**config.mk**
```make
export PLATFORM = sky130hd
export DESIGN_NAME = cmd_dispatcher
export DESIGN_NICKNAME = d
export VERILOG_FILES = /design/src/rtl/cmd_icd_pkg.sv /design/src/rtl/cmd_word_decode.sv /design/src/rtl/cmd_dispatcher.sv
export SDC_FILE = /design/constraint.sdc
export NUM_CORES = 1
export LEC_CHECK = 0
export ABC_AREA = 1
export BUFFER_PORTS_ARGS = -buffer_cell sky130_fd_sc_hd__buf_2
export CAP_MARGIN = 15
export CORE_MARGIN = 4
export CORE_UTILIZATION = 53
export DETAILED_ROUTE_END_ITERATION = 16
export GPL_TIMING_DRIVEN = 1
export PLACE_DENSITY_LB_ADDON = 0.08
export SYNTH_ARGS = -nofsm -noshare
export SYNTH_HDL_FRONTEND = slang
export SYNTH_SLANG_ARGS = --single-unit
```
**constraint.sdc**
```tcl
create_clock -name clk -period 1.69 [get_ports clk]
set_input_delay 0.2535 -clock clk [delete_from_list [all_inputs] [get_ports clk]]
set_output_delay 0.2535 -clock clk [all_outputs]
set_load 0.005 [all_outputs]
```
**src/rtl/cmd_icd_pkg.sv**
```systemverilog
`default_nettype none
// ============================================================================
// Module      : cmd_icd_pkg
// Description : Shared command-word layout, bank sizing and reserved-bit checks
//               for the command dispatcher.
// Revision    : 1.0 - initial release
// ============================================================================
package cmd_icd_pkg;

  localparam int NUM_BANKS  = 4;
  localparam int BANK_VAL_W = 8;

  localparam logic [3:0] ID_BANK = 4'b0000;
  localparam logic [3:0] ID_OUT  = 4'b0001;

  // BANK view: [27:16] reserved, [15:8] value, [7:4] reserved, [3:0] enable
  typedef struct packed {
    logic [11:0]           rsvd_hi;
    logic [BANK_VAL_W-1:0] val;
    logic [3:0]            rsvd_lo;
    logic [NUM_BANKS-1:0]  en;
  } bank_body_t;

  // OUT view: [27:5] reserved, [4:0] output code
  typedef struct packed {
    logic [22:0] rsvd;
    logic [4:0]  code;
  } out_body_t;

  typedef union packed {
    bank_body_t  bank;
    out_body_t   out;
    logic [27:0] raw;
  } cmd_body_t;

  typedef struct packed {
    logic [3:0] id;
    cmd_body_t  body;
  } cmd_word_t;

  // A BANK word is only legal with every reserved bit clear
  function automatic logic bank_word_ok(input cmd_word_t w);
    return (w.id == ID_BANK) && (w.body.bank.rsvd_hi == '0) &&
           (w.body.bank.rsvd_lo == '0);
  endfunction

  // An OUT word is only legal with every reserved bit clear
  function automatic logic out_word_ok(input cmd_word_t w);
    return (w.id == ID_OUT) && (w.body.out.rsvd == '0);
  endfunction

endpackage
`default_nettype wire

```
**src/rtl/cmd_word_decode.sv**
```systemverilog
`default_nettype none
// ============================================================================
// Module      : cmd_word_decode
// Description : Pure combinational classifier for a 32-bit command word.
//               Exactly one of is_bank/is_out/is_err is high.
// Revision    : 1.0 - initial release
// ============================================================================
module cmd_word_decode
  import cmd_icd_pkg::*;
(
  input  logic [31:0]           word_i,
  output logic                  is_bank_o,
  output logic                  is_out_o,
  output logic                  is_err_o,
  output logic [NUM_BANKS-1:0]  en_o,
  output logic [BANK_VAL_W-1:0] val_o,
  output logic [4:0]            code_o
);

  cmd_word_t w_word;

  assign w_word    = word_i;
  assign is_bank_o = bank_word_ok(w_word);
  assign is_out_o  = out_word_ok(w_word);
  assign is_err_o  = ~(is_bank_o | is_out_o);
  assign en_o      = w_word.body.bank.en;
  assign val_o     = w_word.body.bank.val;
  assign code_o    = w_word.body.out.code;

endmodule
`default_nettype wire

```
**src/rtl/cmd_dispatcher.sv**
```systemverilog
`default_nettype none
// ============================================================================
// Module      : cmd_dispatcher
// Description : Accepts command words one at a time, writes bank registers,
//               issues output codes with a valid/ready handshake and counts
//               malformed words with a saturating counter.
// Revision    : 1.0 - initial release
// ============================================================================
module cmd_dispatcher
  import cmd_icd_pkg::*;
#(
  parameter int ERR_CNT_W = 8
) (
  input  logic                            clk,
  input  logic                            rst_n,
  input  logic                            cmd_valid,
  output logic                            cmd_ready,
  input  logic [31:0]                     cmd_word,
  output logic [NUM_BANKS*BANK_VAL_W-1:0] bank_val,
  output logic [NUM_BANKS-1:0]            bank_upd,
  output logic                            out_valid,
  input  logic                            out_ready,
  output logic [4:0]                      out_code,
  output logic                            err_pulse,
  output logic [ERR_CNT_W-1:0]            err_cnt,
  output logic                            busy
);

  typedef enum logic [1:0] {
    ST_IDLE     = 2'd0,
    ST_EXEC     = 2'd1,
    ST_OUT_WAIT = 2'd2
  } state_t;

  state_t                  state_q;
  logic [31:0]             cmd_q;
  logic [BANK_VAL_W-1:0]   bank_q [NUM_BANKS];
  logic [NUM_BANKS-1:0]    bank_upd_q;
  logic                    out_valid_q;
  logic [4:0]              out_code_q;
  logic                    err_pulse_q;
  logic [ERR_CNT_W-1:0]    err_cnt_q;
  logic [ERR_CNT_W-1:0]    err_cnt_d;

  logic                    dec_is_bank;
  logic                    dec_is_out;
  logic                    dec_is_err;
  logic [NUM_BANKS-1:0]    dec_en;
  logic [BANK_VAL_W-1:0]   dec_val;
  logic [4:0]              dec_code;

  // Decode always looks at the latched word, never the live input
  cmd_word_decode u_decode (
    .word_i    (cmd_q),
    .is_bank_o (dec_is_bank),
    .is_out_o  (dec_is_out),
    .is_err_o  (dec_is_err),
    .en_o      (dec_en),
    .val_o     (dec_val),
    .code_o    (dec_code)
  );

  // Error counter sticks at all-ones once saturated
  assign err_cnt_d = (err_cnt_q == '1) ? err_cnt_q : err_cnt_q + ERR_CNT_W'(1);

  // Sequencer: accept, execute for one cycle, optionally wait on the output stage
  always_ff @(posedge clk or negedge rst_n) begin
    if (!rst_n) begin
      state_q     <= ST_IDLE;
      cmd_q       <= '0;
      for (int i = 0; i < NUM_BANKS; i++) bank_q[i] <= '0;
      bank_upd_q  <= '0;
      out_valid_q <= 1'b0;
      out_code_q  <= '0;
      err_pulse_q <= 1'b0;
      err_cnt_q   <= '0;
    end else begin
      bank_upd_q  <= '0;
      err_pulse_q <= 1'b0;
      case (state_q)
        ST_IDLE: begin
          if (cmd_valid) begin
            cmd_q   <= cmd_word;
            state_q <= ST_EXEC;
          end
        end
        ST_EXEC: begin
          if (dec_is_bank) begin
            for (int i = 0; i < NUM_BANKS; i++) begin
              if (dec_en[i]) bank_q[i] <= dec_val;
            end
            bank_upd_q <= dec_en;
            state_q    <= ST_IDLE;
          end else if (dec_is_out) begin
            out_code_q  <= dec_code;
            out_valid_q <= 1'b1;
            state_q     <= ST_OUT_WAIT;
          end else if (dec_is_err) begin
            err_pulse_q <= 1'b1;
            err_cnt_q   <= err_cnt_d;
            state_q     <= ST_IDLE;
          end else begin
            state_q <= ST_IDLE;
          end
        end
        ST_OUT_WAIT: begin
          if (out_ready) begin
            out_valid_q <= 1'b0;
            state_q     <= ST_IDLE;
          end
        end
        default: state_q <= ST_IDLE;
      endcase
    end
  end

  // Flatten the bank array onto the output bus, bank i at [8i+7:8i]
  for (genvar g = 0; g < NUM_BANKS; g++) begin : g_bank_out
    assign bank_val[g*BANK_VAL_W +: BANK_VAL_W] = bank_q[g];
  end

  assign cmd_ready = (state_q == ST_IDLE);
  assign busy      = (state_q != ST_IDLE);
  assign bank_upd  = bank_upd_q;
  assign out_valid = out_valid_q;
  assign out_code  = out_code_q;
  assign err_pulse = err_pulse_q;
  assign err_cnt   = err_cnt_q;

endmodule
`default_nettype wire

```
==> results of run 1 <==
-- routing by layer --
| metal | vias to the layer above | part of all wire [%] | global-route usage, % | wire length, um |
|---|---|---|---|---|
| met3 | 13 | 6.0 | 3.59 | 450 |
| met5 | - | 0 | 0 | 0 |
| met2 | 81 | 47 | 32.8 | 3550 |
| li1 | 1402 | - | - | - |
| met1 | 1289 | 46 | 27.1 | 3450 |
| met4 | 0 | 1.4 | 6.90 | 102 |
-- logic make-up (layout without fill, tap and decap cells) --
group	count (synthesis)	after routing	share of synthesized area, %
AO/OA/AOI/OAI	50	50	7.95
XOR/XNOR	4	4	0.994
adder cells (fa/ha/maj)	1	1	0.355
buffers and inverters	43	151	5.54
flip-flops	85	85	60.4
AND/OR/NAND/NOR	201	201	24.8
-- cells in the final DEF, fill, tap and decap left out, drive strengths merged --
cell / count
buf: 102
bufinv: 1
clkbuf: 13
clkinv: 1
clkinvlp: 1
dfrtp: 85
dlygate4sd3: 1
ha: 1
inv: 32
nand2: 158
nand3: 13
nand3b: 1
nor2: 26
nor3: 2
nor4: 1
o21ai: 50
xnor2: 1
xor2: 3
-- sequential cells by signal, indices dropped and copies added (netlist names) --
| register | flops |
|---|---|
| bank_val | 32 |
| cmd_q | 32 |
| err_cnt | 8 |
| out_code | 5 |
| bank_upd | 4 |
| state_q | 2 |
| err_pulse | 1 |
| out_valid | 1 |
-- critical path, stage by stage, from the launching register on --
cell and delay, ns:
dfrtp_1 0.38, nor2_1 0.12, nand2_1 0.11, nor2_4 0.16
nand3_4 0.11, nor2_8 0.19, nand2_4 0.17, nand2_1 0.10
o21ai_1 0.06
-- through the flow --
stage | utilization, % | area, um2 | total power, mW
6_report | 68.0 | 4340 | 4.45
5_1_grt | 68.0 | 4340 | 4.68
4_1_cts | 67.9 | 4340 | 4.48
3_5_place_dp | 64.5 | 4120 | 2.98
3_3_place_gp | 64.5 | 4120 | 2.96
2_1_floorplan | - | 3520 | 2.68
-- worst paths after layout --
kind	end	startpoint	cells after the start
max in group asynchronous	cmd_q[17]	rst_n	3
min	cmd_q[21]	cmd_word[21]	3
max reg2reg	bank_val[5]	cmd_q[21]	8
max	bank_val[5]	cmd_q[21]	8
min in group asynchronous	bank_upd[0]	rst_n	2
min reg2reg	out_valid	out_valid	2
-- timing repair --
action                     in CTS  in global routing
resized for setup               0                  1
hold endpoints to repair       34                  0
hold buffers                    1                  0
setup endpoints to repair       0                  6
-- final cells by class --
class	instances	area share, %
repair buffers	103	13.4
multi-input cells	256	27.7
well taps	77	2.22
clock inverters	3	0.980
clock buffers	13	3.89
flip-flops and latches	85	49.0
inverters	32	2.77
-- power by group --
part           switching [mW]  internal [mW]  leakage, nW
logic                   0.367          0.250         1.24
registers               0.129           2.19         1.12
clock network           0.704          0.803        0.106
==> impl_results.md, run 1 <==
* Input/output buffers at 88
* Critical Path Fanout Max at 17
* Total track usage at about 20%
* Post-Layout Cell Count at 569
* Top-count cell post-synth: nand2_1
* Placer Congestion at 0.834
* Leak at 2.47 nW
* Yosys warns at 0
* Total number of vias at ~2,800
* Via density at 4.89
* Placed Cells incl. Taps at 552
* Clock latency on the worst-skew pair at 0.35 ns
* Final period util at 89.3%
* I/O pin count at 89
* Synth Cell Area at between 3000 and 4000 um2
* First drt pass iteration count at 4
* DR iter-0 viols at 154
* WL per Instance at 13.3 um
* Clock Path Buffers at 2
* Reg-to-reg setup timing slack at 0.18 ns
* Synth top area cells: dfrtp_1, nand2_1, o21ai_1
* Unique masters post-synth at 26
* Number of synthesized flops with an enable pin at 0
* Die height at 89.5 um
* MaxCap Viol Count at 0
* Worst slew pin tran at 0.491 ns
* Relative slew slack at 67.2%
* Status: complete, no violations
* Largest net degree at the start of global routing at 38
* DP Wirelength at 5.41 mm
* Synth top area share at about 60%
* Post-synth top area cell: dfrtp_1
* Mean Syn Cell Area at 9.18 um2
* Grt ovf at 0
* Die width at roughly 90 um
* Dominant synthesized flop cell: dfrtp_1
* Initial antenna violation count at 0
* Startpoint Class: flip-flop
* Max VDD drop at 0.737 mV
* Residual DRC at 0
* Hold slack final at 0.0951 ns
* Net count after synthesis at 421
* CTS tree: yes
* ANT cells at 0
* Placeable Area at 6390 um2
* Gate Count Post-Synth at 384
* PnR worst setup slack at 0.181 ns
* Postcts setup bufs at 0
* Slew Limit Fails at 0
* Cts bufs inserted at 9
* Crit path kind: flip-flop to flip-flop
* Leading cell types by count after synthesis: nand2_1, dfrtp_1, inv_1
* Final hold vios at 0
* Max Fclk at 663 MHz
* Arrival @ worst endpoint at 1.74 ns
* Reg clk slew, reported paths at approximately 0.080 ns
* Worst Skew at 0.00993 ns
* CP endpoint kind: flip-flop
* Die ar. at 8020 um2
* CP required at between 1.5 and 2 ns
* TNS Setup at 0 ns
* Post-synthesis register bit count at 85
* Antenna Nets Post-Route at 0
* Finish-stage setup viols at 0
* CTS H-Tree Depth at 3
* Starting density of the core at 55.2%
* Hold WC Path Type: input pin to flip-flop
* Sequential-to-total area share from yosys stat at 60.4%
* Rows at 29
* Layout cells sized above 1 at a little under 30%
* Footprint of the multi-input gates at 1200 um2
* Vias in the first global route at between 2,000 and 3,000
* P per Cell Area at 1020 nW/um2
* Syn-to-layout area delta at 23.2%
* Asr flop ratio synth at 100%
* Clock Sinks at 85
* Minimum clock period at 1.51 ns
* Clock root buffer: clkbuf_8
* WL final at 7.55 mm
* # fillers at 524
* RSZ-0062 raised after global routing: no
* Pre-CTS setup slack at between 0.15 and 0.2 ns
* Register area at 2130 um2
* Fin nets at 524
* First-pass GRT wire length at 12.1 mm
No activity file was read; power rests on OpenSTA's default activity.
==> inputs of run 2 (changes only) <==
- CORE_ASPECT_RATIO: unset -> 1.1
==> run 2 against run 1 <==
  * Utilization up 0.72 points
  * Sequential power about the same
  * Routed wire length down 4.3%
  * Hold slack better by 0.0068 ns
  * Die area about the same
  * Critical endpoint is now bank_val[21]
==> impl_results.md, run 2 (synthesized netlist as in run 1, its figures left out) <==
* Status: complete, no violations (unchanged)
* Syn-to-layout area delta at 23.0% (was 23.2%)
* Vias in the first global route at 2,731 (was 2,649)
* Reg2reg path depth at 8 (unchanged)
* P_int at 3.28 mW (was 3.25 mW)
* Hold-fix buffers, CTS at 1 (unchanged)
* First-pass GRT wire length at 12.4 mm (was 12.1 mm)
* Startpoint Class: flip-flop (unchanged)
* CTS tree: yes (unchanged)
* CP endpoint kind: flip-flop (unchanged)
* Clock latency on the worst-skew pair at 0.34 ns (was 0.35 ns)
* # fillers at 537 (was 524)
* Clock group share of total power at 34.4% (was 33.9%)
* Rows at 30 (was 29)
* Cts bufs inserted at 9 (unchanged)
* Slowest cell on crit path: dfrtp_1 (unchanged)
* Clock root buffer: clkbuf_8 (unchanged)
* Final period util at 88.8% (was 89.3%)
* Input/output buffers at 88 (unchanged)
* Crit path kind: flip-flop to flip-flop (unchanged)
* First drt pass iteration count at 4 (unchanged)
* Largest net degree at the start of global routing at 86 (was 38)
* Slew Limit Fails at 0 (unchanged)
* CTS H-Tree Depth at 3 (unchanged)
* Initial antenna violation count at 0 (unchanged)
* Reg clk slew, reported paths at 0.08 ns (about the same)
* Residual DRC at 0 (unchanged)
* P per Cell Area at 1030 nW/um2 (was 1020 nW/um2)
* Critical Path Fanout Max at 17 (unchanged)
* WL per Instance at 12.7 um (was 13.3 um)
* Fin nets at 522 (was 524)
* ANT cells at 0 (unchanged)
* Final hold vios at 0 (unchanged)
* Total track usage at 19.6% (was 20.1%)
* Grt ovf at 0 (unchanged)
* Die ar. at 8020 um2 (about the same)
* MaxCap Viol Count at 0 (unchanged)
* Switching share of power at 26.6% (was 27.0%)
* Max VDD drop at 0.581 mV (was 0.737 mV)
* DP Wirelength at 5.20 mm (was 5.41 mm)
* Gate power share at 13.7% (was 13.9%)
* Worst path bufs/invs at 0 (unchanged)
* Die width at 85.7 um (was 89.5 um)
* Levels on crit path at 8 (unchanged)
* Max Fclk at 666 MHz (was 663 MHz)
* Placer Congestion at 0.743 (was 0.834)
* Commonest non-fill, non-tap cell in the layout: nand2_1 (unchanged)
* Flop pwr share at 51.9% (was 52.2%)
* Cell family with most CP delay: simple AND/OR/NAND/NOR gates (unchanged)
* Worst slew pin tran at 0.429 ns (was 0.491 ns)
* Hold Path Stages at 3 (unchanged)
* Total power at 4.47 mW (was 4.45 mW)
* WL final at 7.23 mm (was 7.55 mm)
* Leak at 2.46 nW (was 2.47 nW)
* Postcts setup bufs at 0 (unchanged)
* Worst Skew at 0.00907 ns (was 0.00993 ns)
* Via density at 4.84 (was 4.89)
* DR iter-0 viols at 95 (was 154)
* Antenna Nets Post-Route at 0 (unchanged)
* Top cell by count, worst path: nand2_1 (unchanged)
* Clock Sinks at 85 (unchanged)
* Minimum clock period at 1.50 ns (was 1.51 ns)
* I/O pin count at 89 (unchanged)
* TNS Setup at 0 ns (unchanged)
* Finish-stage setup viols at 0 (unchanged)
* CP required at 1.92 ns (about the same)
* Hold WC Path Type: input pin to flip-flop (unchanged)
* Post-cts sizing count at 0 (unchanged)
* Most frequent cells in the layout: nand2_1, buf_2, dfrtp_1 (unchanged)
* Net Sw Power at 1.19 mW (was 1.20 mW)
* Placeable Area at 6310 um2 (was 6390 um2)
* Total number of vias at 2,757 (was 2,785)
* Crit-path cells: nor2_1 -> nand2_1 -> nor2_4 -> nand3_4 -> nor2_8 -> nand2_4 -> nand2_1 -> o21ai_2 (was nor2_1 -> nand2_1 -> nor2_4 -> nand3_4 -> nor2_8 -> nand2_4 -> nand2_1 -> o21ai_1)
* Die height at 93.5 um (was 89.5 um)
* Relative slew slack at 71.4% (was 67.2%)
* Layout cells sized above 1 at 28.6% (was 29.3%)
* Clock Path Buffers at 2 (unchanged)
* Arrival @ worst endpoint at 1.73 ns (was 1.74 ns)
* RSZ-0062 raised after global routing: no (unchanged)
* CP peak stage delay at 0.39 ns (was 0.38 ns)
* Starting density of the core at 55.9% (was 55.2%)
==> run 2: changes by cell type in the layout (fill, tap and decap cells not counted) <==
cell       before  now
clkbuf_8       12    9
clkinv_2        1    0
buf_4          13   11
nand2_1       152  153
bufinv_16       1    2
nand2_2         2    1
clkbuf_1        1    2
clkinv_4        0    2
==> run 2: tightest hold or removal path, stage by stage <==
cell	delay (ns)
buf_2	0.08
nand2_1	0.04
nand2_1	0.04
==> run 2: cell type report <==
type | count | area [um2] | share of cell area (%)
clock inverter | 5 | 85.1 | 1.96
sequential | 85 | 2130 | 49.1
multi-input combinational | 256 | 1200 | 27.7
tap | 80 | 100 | 2.31
clock buffer | 11 | 131 | 3.03
timing repair buffer | 101 | 568 | 13.1
inverter | 32 | 120 | 2.77
==> run 2: power groups by stage <==
stage / Clock (mW) / Combinational [mW] / Sequential [mW]
after floorplan: 0 / 0.332 / 2.34
after global placement: 0 / 0.603 / 2.36
final: 1.54 / 0.610 / 2.32
after CTS: 1.57 / 0.622 / 2.32
after detailed placement: 0 / 0.616 / 2.36
after global routing: 1.65 / 0.705 / 2.35
==> run 2: layer usage <==
metal / share of wire, % / global-route usage [%] / vias to the layer above / routed length, um
met2: 51 / 32.4 / 68 / 3670
met5: 0 / 0 / - / 0
met3: 5.1 / 3.61 / 10 / 372
met4: 1.6 / 8.84 / 0 / 114
li1: - / - / 1401 / -
met1: 43 / 25.0 / 1278 / 3070
==> run 2: final timing paths <==
| path | slack, ns | to | start |
|---|---|---|---|
| worst max-delay path | 0.19 | bank_val[21] | cmd_q[21] |
| worst min-delay path | 0.10 | cmd_q[3] | cmd_word[3] |
| worst max register to register | 0.19 | bank_val[21] | cmd_q[21] |
| worst min register to register | 0.48 | bank_val[21] | bank_val[21] |
| max in group asynchronous | 0.86 | cmd_q[30] | rst_n |
| min in group asynchronous | 0.49 | bank_val[2] | rst_n |
==> run 2: metrics by stage <==
step	cell area [um2]	hold WS [ns]	util (%)	cells	worst slack, ns
after floorplan	3520	-0.0421	-	384	0.275
after global placement	4110	0.308	65.1	553	0.215
after detailed placement	4110	0.320	65.1	553	0.175
after CTS	4330	0.0916	68.7	570	0.164
after global routing	4330	0.104	68.7	570	0.0102
final	4330	0.102	68.7	570	0.189
